[src/rtl/pipe_pkg.sv]
// rtl/pipe_pkg.sv - shared definitions for the core's elastic pipeline stage registers
//
// Purpose : state encodings for the 2-entry skid-buffer stage, payload widths of
//           the stage boundaries, and a helper mapping a state to its entry count.
// Ports   : none (package)

package pipe_pkg;

  // Stage state; the encoding equals the number of held entries.
  typedef logic [1:0] pipe_state_t;

  localparam logic [1:0] PIPE_ST_EMPTY = 2'd0;  // nothing held
  localparam logic [1:0] PIPE_ST_HALF  = 2'd1;  // main register only
  localparam logic [1:0] PIPE_ST_FULL  = 2'd2;  // main + skid registers

  // Payload widths of the core's stage boundaries.
  localparam int IF_ID_W  = 134;
  localparam int ID_EX_W  = 173;
  localparam int EX_MEM_W = 106;

  // Entries held in a given state; unused encodings report empty.
  function automatic logic [1:0] pipe_state_count(input pipe_state_t st);
    logic [1:0] cnt;
    case (st)
      PIPE_ST_HALF: cnt = 2'd1;
      PIPE_ST_FULL: cnt = 2'd2;
      default:      cnt = 2'd0;
    endcase
    return cnt;
  endfunction

endpackage

[src/rtl/pipe_sat_counter.sv]
// rtl/pipe_sat_counter.sv - saturating event counter for pipeline stage statistics
//
// Purpose : counts cycles with inc high, sticking at all-ones; cleared by reset.
// Ports   : clk   in  1      rising-edge clock
//           reset in  1      synchronous, active-high clear
//           inc   in  1      count this cycle
//           count out CNT_W  current count (registered)

module pipe_sat_counter #(
  parameter int CNT_W = 16
) (
  input  logic             clk,
  input  logic             reset,
  input  logic             inc,
  output logic [CNT_W-1:0] count
);

  logic [CNT_W-1:0] count_q;
  logic [CNT_W-1:0] count_d;

  always_comb begin
    count_d = count_q;
    if (inc && (count_q != {CNT_W{1'b1}})) begin
      count_d = count_q + CNT_W'(1);
    end
  end

  always_ff @(posedge clk) begin
    if (reset) begin
      count_q <= '0;
    end else begin
      count_q <= count_d;
    end
  end

  assign count = count_q;

endmodule

[src/rtl/pipeline_stage_buffer.sv]
// rtl/pipeline_stage_buffer.sv - elastic valid/ready pipeline register with 2-entry skid buffer
//
// Purpose : stage register between core pipeline stages. Full throughput, one
//           cycle in->out latency, strict FIFO order, flush on redirect. in_ready
//           depends only on the state flop (and reset), so no ready chain forms
//           through consecutive stages.
// Build   : define PIPE_STAGE_STATS_EN to add the stall_count / flush_count ports.
// Ports   : clk         in  1       rising-edge clock
//           reset       in  1       synchronous, active-high reset
//           flush       in  1       discard all held entries (redirect)
//           in_valid    in  1       upstream payload valid
//           in_ready    out 1       stage can accept this cycle
//           in_data     in  DATA_W  upstream payload
//           out_valid   out 1       out_data holds a valid entry
//           out_ready   in  1       downstream accepts this cycle
//           out_data    out DATA_W  oldest held entry (main register)
//           occupancy   out 2       entries held: 0, 1 or 2
//           stall_count out CNT_W   [stats] cycles with out_valid & !out_ready
//           flush_count out CNT_W   [stats] cycles with flush asserted

module pipeline_stage_buffer
  import pipe_pkg::*;
#(
  parameter int                DATA_W     = 134,
  parameter logic [DATA_W-1:0] RESET_DATA = '0,
  parameter int                CNT_W      = 16
) (
  input  logic              clk,
  input  logic              reset,
  input  logic              flush,
  input  logic              in_valid,
  output logic              in_ready,
  input  logic [DATA_W-1:0] in_data,
  output logic              out_valid,
  input  logic              out_ready,
  output logic [DATA_W-1:0] out_data,
  output logic [1:0]        occupancy
`ifdef PIPE_STAGE_STATS_EN
  ,
  output logic [CNT_W-1:0]  stall_count,
  output logic [CNT_W-1:0]  flush_count
`endif
);

  pipe_state_t       state_q, state_d;
  logic [DATA_W-1:0] main_q,  main_d;
  logic [DATA_W-1:0] skid_q,  skid_d;

  logic in_fire;
  logic out_fire;

  // Ready is a pure function of the state flop; reset only forces it low.
  assign in_ready  = (state_q != PIPE_ST_FULL) && !reset;
  assign out_valid = (state_q != PIPE_ST_EMPTY);
  assign out_data  = main_q;
  assign occupancy = pipe_state_count(state_q);

  assign in_fire  = in_valid && in_ready;
  assign out_fire = out_valid && out_ready;

  always_comb begin
    state_d = state_q;
    main_d  = main_q;
    skid_d  = skid_q;

    if (flush) begin
      // Redirect: drop everything, including a beat accepted this cycle.
      // A beat leaving this cycle is still delivered; downstream sees the
      // same flush and decides what to do with it.
      state_d = PIPE_ST_EMPTY;
      main_d  = RESET_DATA;
      skid_d  = RESET_DATA;
    end else begin
      case (state_q)
        PIPE_ST_EMPTY: begin
          if (in_fire) begin
            state_d = PIPE_ST_HALF;
            main_d  = in_data;
          end
        end

        PIPE_ST_HALF: begin
          if (in_fire && out_fire) begin
            // Pass-through: the new beat replaces the one leaving.
            main_d = in_data;
          end else if (in_fire) begin
            // Downstream stalled while we had said ready: park the beat.
            state_d = PIPE_ST_FULL;
            skid_d  = in_data;
          end else if (out_fire) begin
            state_d = PIPE_ST_EMPTY;
          end
        end

        PIPE_ST_FULL: begin
          // in_ready is low here, so only the drain side can move.
          if (out_fire) begin
            state_d = PIPE_ST_HALF;
            main_d  = skid_q;
          end
        end

        default: begin
          // Unreachable encoding: recover to a clean empty stage.
          state_d = PIPE_ST_EMPTY;
          main_d  = RESET_DATA;
          skid_d  = RESET_DATA;
        end
      endcase
    end
  end

  always_ff @(posedge clk) begin
    if (reset) begin
      state_q <= PIPE_ST_EMPTY;
      main_q  <= RESET_DATA;
      skid_q  <= RESET_DATA;
    end else begin
      state_q <= state_d;
      main_q  <= main_d;
      skid_q  <= skid_d;
    end
  end

`ifdef PIPE_STAGE_STATS_EN
  logic stall_inc;

  assign stall_inc = out_valid && !out_ready;

  // Only reset clears the counters; flush does not.
  pipe_sat_counter #(
    .CNT_W (CNT_W)
  ) u_stall_cnt (
    .clk   (clk),
    .reset (reset),
    .inc   (stall_inc),
    .count (stall_count)
  );

  pipe_sat_counter #(
    .CNT_W (CNT_W)
  ) u_flush_cnt (
    .clk   (clk),
    .reset (reset),
    .inc   (flush),
    .count (flush_count)
  );
`else
  // CNT_W only sizes the statistics counters, which this build leaves out.
  if (CNT_W < 1) begin : g_cnt_w_unused
  end
`endif

endmodule

[config.mk]
export PLATFORM = sky130hd
export DESIGN_NAME = pipeline_stage_buffer
export DESIGN_NICKNAME = d
export VERILOG_FILES = /design/src/rtl/pipe_pkg.sv /design/src/rtl/pipe_sat_counter.sv /design/src/rtl/pipeline_stage_buffer.sv
export SDC_FILE = /design/constraint.sdc
export NUM_CORES = 1
export LEC_CHECK = 0
export ABC_AREA = 1
export BUFFER_PORTS_ARGS = -buffer_cell sky130_fd_sc_hd__buf_2
export CAP_MARGIN = 20
export CORE_ASPECT_RATIO = 0.6
export CORE_MARGIN = 2
export CORE_UTILIZATION = 39
export CTS_CLUSTER_SIZE = 30
export DETAILED_ROUTE_END_ITERATION = 12
export SYNTH_ARGS = -nofsm -noshare
export SYNTH_HDL_FRONTEND = slang
export SYNTH_SLANG_ARGS = --single-unit
[constraint.sdc]
create_clock -name clk -period 1.5 [get_ports clk]
set_input_delay 0.15 -clock clk [delete_from_list [all_inputs] [get_ports clk]]
set_output_delay 0.15 -clock clk [all_outputs]
set_load 0.005 [all_outputs]
# After elaboration in Yosys (flattened, before gate mapping)

Index checks and enable logic that the tools add are counted.

Register bits: 270
Input bits: 139

Mux-type cells: 13
Bitwise gates (word level): 1
Reduce and logical (&&, ||, !) cells: 12
Equal/unequal tests: 9

Operators by type and width:

| operator           | number |
|---|---|
| $mux 134           | 4 |
| $pmux 134 s3       | 1 |
| $pmux 134 s2       | 1 |
| $ne 2x2->1 const B | 6 |
| $mux 2             | 5 |
| $pmux 2 s3         | 1 |
| $reduce_and 3->1   | 2 |
| $logic_and 1x1->1  | 4 |
| $pmux 2 s2         | 1 |
| $reduce_and 4->1   | 1 |
| $reduce_or 2->1    | 2 |
| $ne 3x3->1 const B | 1 |
| $eq 2x1->1 const B | 1 |
| $eq 2x2->1 const B | 1 |
| $logic_not 2->1    | 1 |
| $reduce_bool 2->1  | 1 |
| $logic_not 1->1    | 1 |
| $not 1->1          | 1 |

# Longest topological paths before layout

Gate-level depths: netlist of the first run.

Word-level depth: 6
Mapped depth: 11
Gate-level depth less buffers: 9

# Least setup slack after synthesis of the first run

No wires, ideal clock.

Kind: register -> register
Start point: reg state_q[0]
End point: reg skid_q[19]
Path buffers: 2
Library setup time: 0.113 ns
Required time: 1.387 ns
Data arrival time: 1.393 ns
Setup slack: -0.006 ns
Stages on the path, launching flop included: 12
Path through: dfxtp_1 -> inv_2 -> nand2_2 -> nand3_2 -> nand2_1 -> nand2_1 -> nor2_2 -> buf_2 -> buf_2 -> nand2_1 -> nand2_1 -> nor2_1

Word-level cells in the longest chain between the ends: 6

Ends and longest elaborated chain:

| what                       | line                         | source |
|---|---|---|
| start, declared            | pipeline_stage_buffer.sv:45  | `pipe_state_t state_q, state_d;` |
| start signal, assigned     | pipeline_stage_buffer.sv:119 | `state_q <= state_d;` |
| $ne 2x2->1                 | pipeline_stage_buffer.sv:53  | `assign in_ready = (state_q != PIPE_ST_FULL) && !reset;` |
| $logic_and 1x1->1          | pipeline_stage_buffer.sv:53  |  |
| $logic_and 1x1->1          | pipeline_stage_buffer.sv:58  | `assign in_fire = in_valid && in_ready;` |
| $logic_and 1x1->1          | pipeline_stage_buffer.sv:83  | `if (in_fire && out_fire) begin` |
| $ne 2x2->1 (no line)       | --                           |  |
| $reduce_and 3->1 (no line) | --                           |  |
| end signal, assigned       | pipeline_stage_buffer.sv:121 | `skid_q <= skid_d;` |
| end, declared              | pipeline_stage_buffer.sv:47  | `logic [DATA_W-1:0] skid_q, skid_d;` |

Several ways; a longest one is shown, not always the timed one.
A chain may end at the register's enable or synchronous reset.

# Worst setup path after layout of the first run

Start point: reg state_q[1]
End point: reg skid_q[2]

The elaborated chain is that of the path after synthesis.

==> metrics, run 1 <==
status complete, but fails checks; failing checks setup timing; final clock skew 20.6 ps; Core Region between 30000 and 40000 um^2; CP bufs+invs 6; CTS buffer count 29; Register Area ~5400 um^2; CP arrival 2250 ps; Final Slew Violations 0; mapped cell area between 10000 and 15000 um^2; CP endpoint kind register; fin crit period ~1700 ps; most frequent CP cell buf_12; commonest non-fill, non-tap cell in the layout nand2_1; IO Count ~280; CP max stage cell dfxtp_4; clock sinks between 200 and 300; Placer Congestion approximately 0.84; Final Setup Violations about 260; vias in the first global route roughly 13000; Yosys Warn Count 0; CTS tree done; leading cell types in the layout, fill and taps excluded nand2_1, nor2_1, buf_2; unrepaired setup endpoints after global routing true; period utilization 116%; largest net degree at the start of global routing 53; share of layout cells above drive strength 1 25.3%; Max Fclk 574 MHz; Routed wire per std cell 15.5 um; sequence of cells on the critical path buf_6, inv_4, nand4_1, nor2_2, nor2_4, buf_12, buf_12, buf_12, buf_16, nand2_4, nand2_2, nor2_2; final total power 18.5 mW; initial antenna violation count 0; DRC 0; Multi-input gate area ~7200 um^2; first-pass GRT wire length roughly 70 mm; Hold/Removal Path Class input port to register; remaining antenna violation count after routing 0; CP startpoint kind register; pwr dens between 900 and 1000 nW/um^2; Fin. Hold Viols 0; Critical Path RT between 2000 and 2500 ps; Yosys cell types 19; post-synthesis net count 2337; Leak between 9 and 10 nW; Die Ht around 150 um; starting density of the core 39.3%; # diodes 0; row cnt 52; Clock Latency Late Sink approximately 570 ps; H-tree Lvls 1; flops & latches, synth 270; post-DP HPWL around 27 mm; Overall Global Routing Usage ~25%; max cap viols 0; Crit Path Max Fanout 6; Rel. slew slack slightly below 80%; P&R area growth vs syn 55.3%; Crit Path Category register to register; Mapped Cells between 2000 and 2500; Slew @ Worst Pin 325 ps; # nets final about 2800; DR vias roughly 15000; sequential area share after synthesis roughly two fifths; VDD IR max 804 uV; count of input and output buffers about 280; final WL around 49 mm; number of DRC markers in iteration 0 about 1000; Reg clk slew, reported paths ~70 ps; Syn Area/Cell approximately 6 um^2; CTS Buffer Depth 3; fillcell total 3082; post-DR vias/cell ~4.9; die width 241 um; CTS root buf clkbuf_16; Die ar. roughly 35000 um^2; Hold Slack between 40 and 50 ps; max incr delay on CP 370 ps; global route total overflow 0; post-route setup slack -244 ps; drt pass-1 iters 6; CP top delay family buffers and inverters
[synth_stat cells]
cell	count	area [um^2]
nand2_1	903	3390
nor2_1	418	1570
dfxtp_1	270	5410
inv_1	147	552
a21oi_1	136	681
nand3_1	135	676
buf_2	82	410
clkbuf_1	59	221
buf_1	15	56.3
o21ai_0	10	50.1
o21bai_1	10	75.1
inv_2	4	15.0
buf_4	2	15.0
nor2_2	2	12.5
a21oi_2	1	8.76
nand2_2	1	6.26
nand3_2	1	10.0
nand4_1	1	6.26
o21ai_2	1	8.76
[what timing repair did]
item                                    CTS  global route
endpoints found under the setup margin  270           274
buffers inserted                         29            17
pin swaps                                12            38
gates resized for setup                  96           205
hold endpoints to repair                152             0
hold buffers                            135             0
cloned                                   20            27
[worst paths after layout]
check,from,to,slack [ps],depth (start not counted)
hold reg to reg,out_data[96]$_SDFFE_PP0P_,out_data[96]$_SDFFE_PP0P_,480,2
setup / recovery,state_q[1]$_SDFFE_PP0P_,skid_q[2]$_SDFFE_PP0P_,-240,12
setup reg to reg,state_q[1]$_SDFFE_PP0P_,skid_q[2]$_SDFFE_PP0P_,-240,12
hold / removal,flush,out_data[121]$_SDFFE_PP0P_,50,5
[metal layers]
layer | up-vias | share of wire [%] | GRT usage [%]
li1 | 7598 | - | -
met1 | 7065 | 48 | 35.5
met2 | 435 | 44 | 38.5
met3 | 96 | 5.1 | 3.16
met4 | 0 | 3.0 | 6.39
met5 | - | 0 | 0
[worst reg2reg max path, delay by kind of cell (launching register included)]
family / cells / cell delay, ps
buffers and inverters: 6 / 730
DFF: 1 / 370
and+or+nand+nor: 6 / 580
[report_power, final]
group          internal, mW  leakage [nW]  total (mW)  switching (mW)
Combinational          1.54          6.92        3.14            1.61
Sequential             7.39          2.19        7.53           0.135
Clock                  4.70         0.516        7.82            3.12
Total                  13.6          9.63        18.5            4.86
[kinds of logic (layout without fill, tap and decap cells)]
family / Yosys count / after routing / share of synthesized area [%]
flip-flops: 270 / 270 / 41.0
AND/OR/NAND/NOR: 1461 / 1462 / 43.1
AO/OA/AOI/OAI: 158 / 158 / 6.25
buffers and inverters: 309 / 783 / 9.64
[per-stage QoR]
stage / TNS, ps / utilization, % / area (um^2) / setup WS (ps) / std cells
after global placement: -13170 / 46.8 / 15700 / -137 / 2863
after global routing: -63390 / 61.0 / 20400 / -324 / 3132
after detailed placement: -25190 / 46.8 / 15700 / -227 / 2863
final: -41480 / 61.0 / 20400 / -244 / 3132
after floorplan: -946 / - / 13200 / -5.58 / 2198
after CTS: -31990 / 57.1 / 19100 / -209 / 3098
[state kept, by name, summed over array words and instances, names as in the netlist]
| signal | flops |
|---|---|
| out_data | 134 |
| skid_q | 134 |
| state_q | 2 |
[area by class of cell]
cell class,instances,area share (%)
clock buffer,41,4.26
clock inverter,11,0.777
inverter,151,2.83
multi-input combinational,1620,35.2
sequential,270,26.5
tap,459,2.81
timing repair buffer,580,27.7
Power figures use the tool's default switching activity.
==> run 2: changes to the inputs <==
Settings changed: SETUP_SLACK_MARGIN set to 0.4.
==> metrics, run 2 (synthesis results as in run 1) <==
max cap viols 0; max incr delay on CP 400 ps; Critical Path RT just under 2000 ps; Overall Global Routing Usage 24.3%; Max Fclk ~570 MHz; hold_sp out_ready; met2 Use GR approximately two fifths; pwr dens 891 nW/um^2; H-tree Lvls 1; CTS buffer count 28; largest net degree at the start of global routing between 80 and 90; Core Region approximately 34000 um^2; FF-to-FF Start state_q[1]$_SDFFE_PP0P_; # nets final between 2000 and 3000; row cnt 52; starting density of the core between 30% and 40%; share of layout cells above drive strength 1 between 20% and 30%; # diodes 0; FF-to-FF setup slack -240 ps; Fin. Hold Viols 0; Die ar. between 30000 and 40000 um^2; R2R Path End out_data[127]$_SDFFE_PP0P_; vias in the first global route roughly 14000; Crit Path Category register to register; clock sinks 270; GR Util met1 between 30% and 40%; Final Setup Violations ~270; global route hottest layer met2; Final Slew Violations 0; unrepaired setup endpoints after global routing true; CTS Buffer Depth 3; CP startpoint kind register; CP max stage cell dfxtp_4; CTS tree done; Hold/Removal Path Class input port to register; Rel. slew slack between 70 and 80%; status complete, but fails checks; FF-to-FF path depth 9; drt pass-1 iters 5; Slew @ Worst Pin 416 ps; post-DP HPWL ~26 mm; met3 Use GR under 10%; final WL 48.6 mm; commonest non-fill, non-tap cell in the layout nand2_1; worst hold stages 4; Crit Path Max Fanout 9; most frequent CP cell buf_12; count of input and output buffers about 280; Design Area, Final 20500 um^2; Reg clk slew, reported paths ~70 ps; CP arrival ~2200 ps; VDD IR max roughly 810 uV; number of DRC markers in iteration 0 944; setup tns final -39750 ps; post-DR vias/cell between 4 and 5; Routed wire per std cell approximately 16 um; CP top delay family buffers and inverters; die width approximately 240 um; sequence of cells on the critical path nand2_8, nand3_4, a21oi_4, buf_12, buf_12, clkbuf_16, nand3_2, nand2_1, nor2_1; DR vias between 15000 and 20000; leading cell types in the layout, fill and taps excluded nand2_1, nor2_1, buf_2; final clock skew 19.8 ps; IO Count roughly 280; DRC 0; period utilization 116%; initial antenna violation count 0; CTS root buf clkbuf_16; failing checks setup timing; CP endpoint kind register; fin crit period between 1500 and 2000 ps; Leak 9.55 nW; Placer Congestion ~0.81; P&R area growth vs syn 55.4%; global route total overflow 0; first-pass GRT wire length about 70 mm; remaining antenna violation count after routing 0; Die Ht 146 um; CP bufs+invs 3; Clock Latency Late Sink around 570 ps; DP Area 15500 um^2; post-route setup slack -240 ps; hold path endpoint state_q[1]$_SDFFE_PP0P_
run 2: cell types whose count changed in the layout (fill, tap and decap cells not counted), moves of 4 or more:
cell,previous run,this run
buf_16,22,29
nand3_1,123,79
clkbuf_8,10,5
a21oi_2,34,28
nor2_1,344,407
nor2_2,50,7
nand3_2,12,52
nand3_4,1,5
buf_12,46,38
nor2_4,26,6
buf_4,39,32
run 2: stage by stage:
stage / hold WS, ps / util [%] / setup slack, ps / power (mW) / std cells
after detailed placement: 463 / 46.3 / -146 / 9.91 / 2853
after global placement: 456 / 46.3 / -94.0 / 9.87 / 2853
final: 31.7 / 61.1 / -240 / 18.2 / 3126
after CTS: -32.4 / 56.8 / -185 / 17.9 / 3085
after floorplan: 331 / - / 104 / 9.03 / 2198
after global routing: 39.1 / 61.1 / -302 / 19.0 / 3126
run 2: worst max path at each step:
stage / slack (ps) / cells past startpoint / from / end
floorplan: 100 / 11 / state_q[0]$_SDFFE_PP0P_ / skid_q[19]$_SDFFE_PP0P_
global placement: -90 / 9 / state_q[0]$_SDFFE_PP0P_ / out_data[91]$_SDFFE_PP0P_
detailed placement: -150 / 9 / state_q[0]$_SDFFE_PP0P_ / out_data[91]$_SDFFE_PP0P_
CTS: -190 / 7 / state_q[0]$_SDFFE_PP0P_ / in_ready
global route: -300 / 10 / state_q[0]$_SDFFE_PP0P_ / out_data[127]$_SDFFE_PP0P_
finish: -240 / 9 / state_q[1]$_SDFFE_PP0P_ / out_data[127]$_SDFFE_PP0P_
run 2: layer usage:
layer	wire length [um]	up-vias
li1	-	7585
met1	22000	7022
met2	22100	485
met3	3070	96
met4	1370	0
met5	0	-
run 2: area by class of cell:
class                      count  area (um^2)
multi-input combinational   1619         7200
timing repair buffer         578         5750
tap                          459          574
sequential                   270         5410
inverter                     151          582
clock inverter                11          138
clock buffer                  38          810
fill                        3007        13000
run 2: timing repair:
item                                   in CTS  in global routing
gates cloned                               21                 32
gates resized for setup                    91                166
pin swaps                                  30                 51
hold buffers                              133                  1
setup endpoints to repair                 407                407
endpoints found under the hold margin     141                  1
setup buffers                              29                  8
run 2: tightest hold or removal path: stages:
cell     delay, ps
buf_2          120
inv_1          130
nand2_1        120
a21oi_1         40
run 2: power breakdown:
| part | total (mW) | switching [mW] | internal, mW |
|---|---|---|---|
| Sequential | 7.52 | 0.126 | 7.39 |
| Clock | 7.35 | 3.08 | 4.27 |
| Combinational | 3.37 | 1.68 | 1.68 |
==> run 3: changes to the inputs <==
--- a/config.mk
+++ b/config.mk
@@ -9,6 +9,6 @@
 export BUFFER_PORTS_ARGS = -buffer_cell sky130_fd_sc_hd__buf_2
 export CAP_MARGIN = 20
-export CORE_ASPECT_RATIO = 0.6
-export CORE_MARGIN = 2
+export CORE_ASPECT_RATIO = 0.7
+export CORE_MARGIN = 4
 export CORE_UTILIZATION = 39
 export CTS_CLUSTER_SIZE = 30
==> constraint.sdc (replaced) <==
create_clock -name clk -period 1.5 [get_ports clk]
set_input_delay 0.075 -clock clk [delete_from_list [all_inputs] [get_ports clk]]
set_output_delay 0.075 -clock clk [all_outputs]
set_load 0.005 [all_outputs]
==> metrics, run 3 (synthesis results as in run 1) <==
final clock skew ~26 ps; fillcell total ~2700; H-tree Lvls 1; P&R area growth vs syn 64.4%; period utilization 115%; post-DP HPWL about 27 mm; Crit Path Max Fanout 8; DR vias ~15000; Rel. slew slack about three quarters; starting density of the core 40.1%; remaining antenna violation count after routing 0; fin crit period roughly 1700 ps; Overall Global Routing Usage between 20% and 30%; Final Slew Violations 0; Placer Congestion 0.842; leading cell types in the layout, fill and taps excluded nand2_1, nor2_1, buf_2; global route hottest layer met2; Die Ht 162 um; final WL ~51 mm; pwr dens 876 nW/um^2; CTS root buf clkbuf_16; GR Util met1 about a third; post-route non-filler standard cell count about 3100; Register Area between 5000 and 6000 um^2; met2 Use GR about 36%; setup tns final -32720 ps; Max Fclk ~580 MHz; Final Setup Violations 262; clock sinks 270; placed instance count approximately 2800; Hold Slack -6.54 ps; first-pass GRT wire length 70.3 mm; Leak a little over 10 nW; failing checks hold timing, setup timing; Routed wire per std cell 16.4 um; IO Count 277; CTS tree done; hold buffer count at cts 136; CTS Buffer Depth 3; row cnt 55; commonest non-fill, non-tap cell in the layout nand2_1; unrepaired setup endpoints after global routing true; drt pass-1 iters 5; CP arrival around 2200 ps; DRC 0; number of DRC markers in iteration 0 between 1000 and 1500; Die ar. between 30000 and 40000 um^2; Clock Latency Late Sink around 580 ps; share of layout cells above drive strength 1 between 20% and 30%; # nets final 2826; Crit Path Category register to register; Fin. Hold Viols 1; post-DR vias/cell roughly 4.9; Critical Path RT roughly 2000 ps; Core Region approximately 33000 um^2; met3 Use GR slightly above 4%; count of input and output buffers 276; status complete, but fails checks; largest net degree at the start of global routing between 40 and 50; CTS buffer count 29; die width around 230 um; global route total overflow 0; initial antenna violation count 3; VDD IR max 744 uV; Reg clk slew, reported paths approximately 60 ps; Slew @ Worst Pin between 300 and 400 ps; Hold/Removal Path Class input port to register; post-route setup slack -218 ps; vias in the first global route around 13000; max cap viols 0; CP startpoint kind register; CP endpoint kind register; Multi-input gate area around 7700 um^2
## run 3: cell count changes in the layout (fill, tap and decap cells not counted), sizes merged, moves of 3 or more
cell,change
clkbuf,+29
buf,+6
bufbuf,+3
clkinvlp,-3
diode,+3
## run 3: where the power goes
part           switching, mW  leakage (nW)  internal [mW]
registers              0.145          2.19           7.39
logic                   1.77          7.36           1.77
clock network           3.16         0.508           4.72
total                   5.08          10.1           13.9
## run 3: worst max-delay path, cell delays in order, from the launching register on
cell      delay (ps)
dfxtp_4          380
buf_6            130
clkinv_4          40
nand4_1          150
nor2_4           210
nor2_4            70
buf_12           140
buf_16           150
buf_12           150
nor2_4           130
nor2_4            50
## run 3: path summary, 6_finish.rpt
check | start | to | slack (ps) | cells after the start
hold / removal | in_valid | state_q[0]$_SDFFE_PP0P_ | -7 | 4
setup reg to reg | state_q[1]$_SDFFE_PP0P_ | skid_q[88]$_SDFFE_PP0P_ | -220 | 10
hold reg to reg | out_data[116]$_SDFFE_PP0P_ | out_data[116]$_SDFFE_PP0P_ | 470 | 2
setup / recovery | state_q[1]$_SDFFE_PP0P_ | skid_q[88]$_SDFFE_PP0P_ | -220 | 10
## run 3: through the flow
| step | area, um^2 | worst slack (ps) | util (%) | total power, mW | hold slack [ps] |
|---|---|---|---|---|---|
| after global routing | 21600 | -264 | 65.9 | 19.7 | -7.49 |
| after global placement | 15700 | -78.7 | 48.0 | 9.93 | 396 |
| after floorplan | 13300 | 104 | - | 9.03 | 181 |
| after CTS | 18800 | -106 | 57.3 | 18.2 | -84.3 |
| final | 21600 | -218 | 65.9 | 19.0 | -6.54 |
| after detailed placement | 15700 | -121 | 48.0 | 9.96 | 406 |
## run 3: repair_timing
item                       4_1_cts  5_1_grt
buffers inserted                27       15
pin swaps                        3       57
setup endpoints to repair      401      408
cloned                           8       62
hold endpoints to repair       268        1
gates resized for setup         58      323
## run 3: layout make-up
cell class | count | share of cell area (%)
Antenna cell | 3 | 0.0347
Timing Repair Buffer | 615 | 29.4
Sequential cell | 270 | 25.0
Clock inverter | 11 | 0.902
Multi-Input combinational cell | 1620 | 35.6
Clock buffer | 41 | 3.84
Inverter | 151 | 2.72
Tap cell | 427 | 2.47
## run 3: metal layers
| metal | vias to the layer above | wire length [um] |
|---|---|---|
| met5 | - | 7 |
| met2 | 580 | 23000 |
| met4 | 2 | 1280 |
| li1 | 7665 | - |
| met3 | 94 | 3520 |
| met1 | 7135 | 23600 |
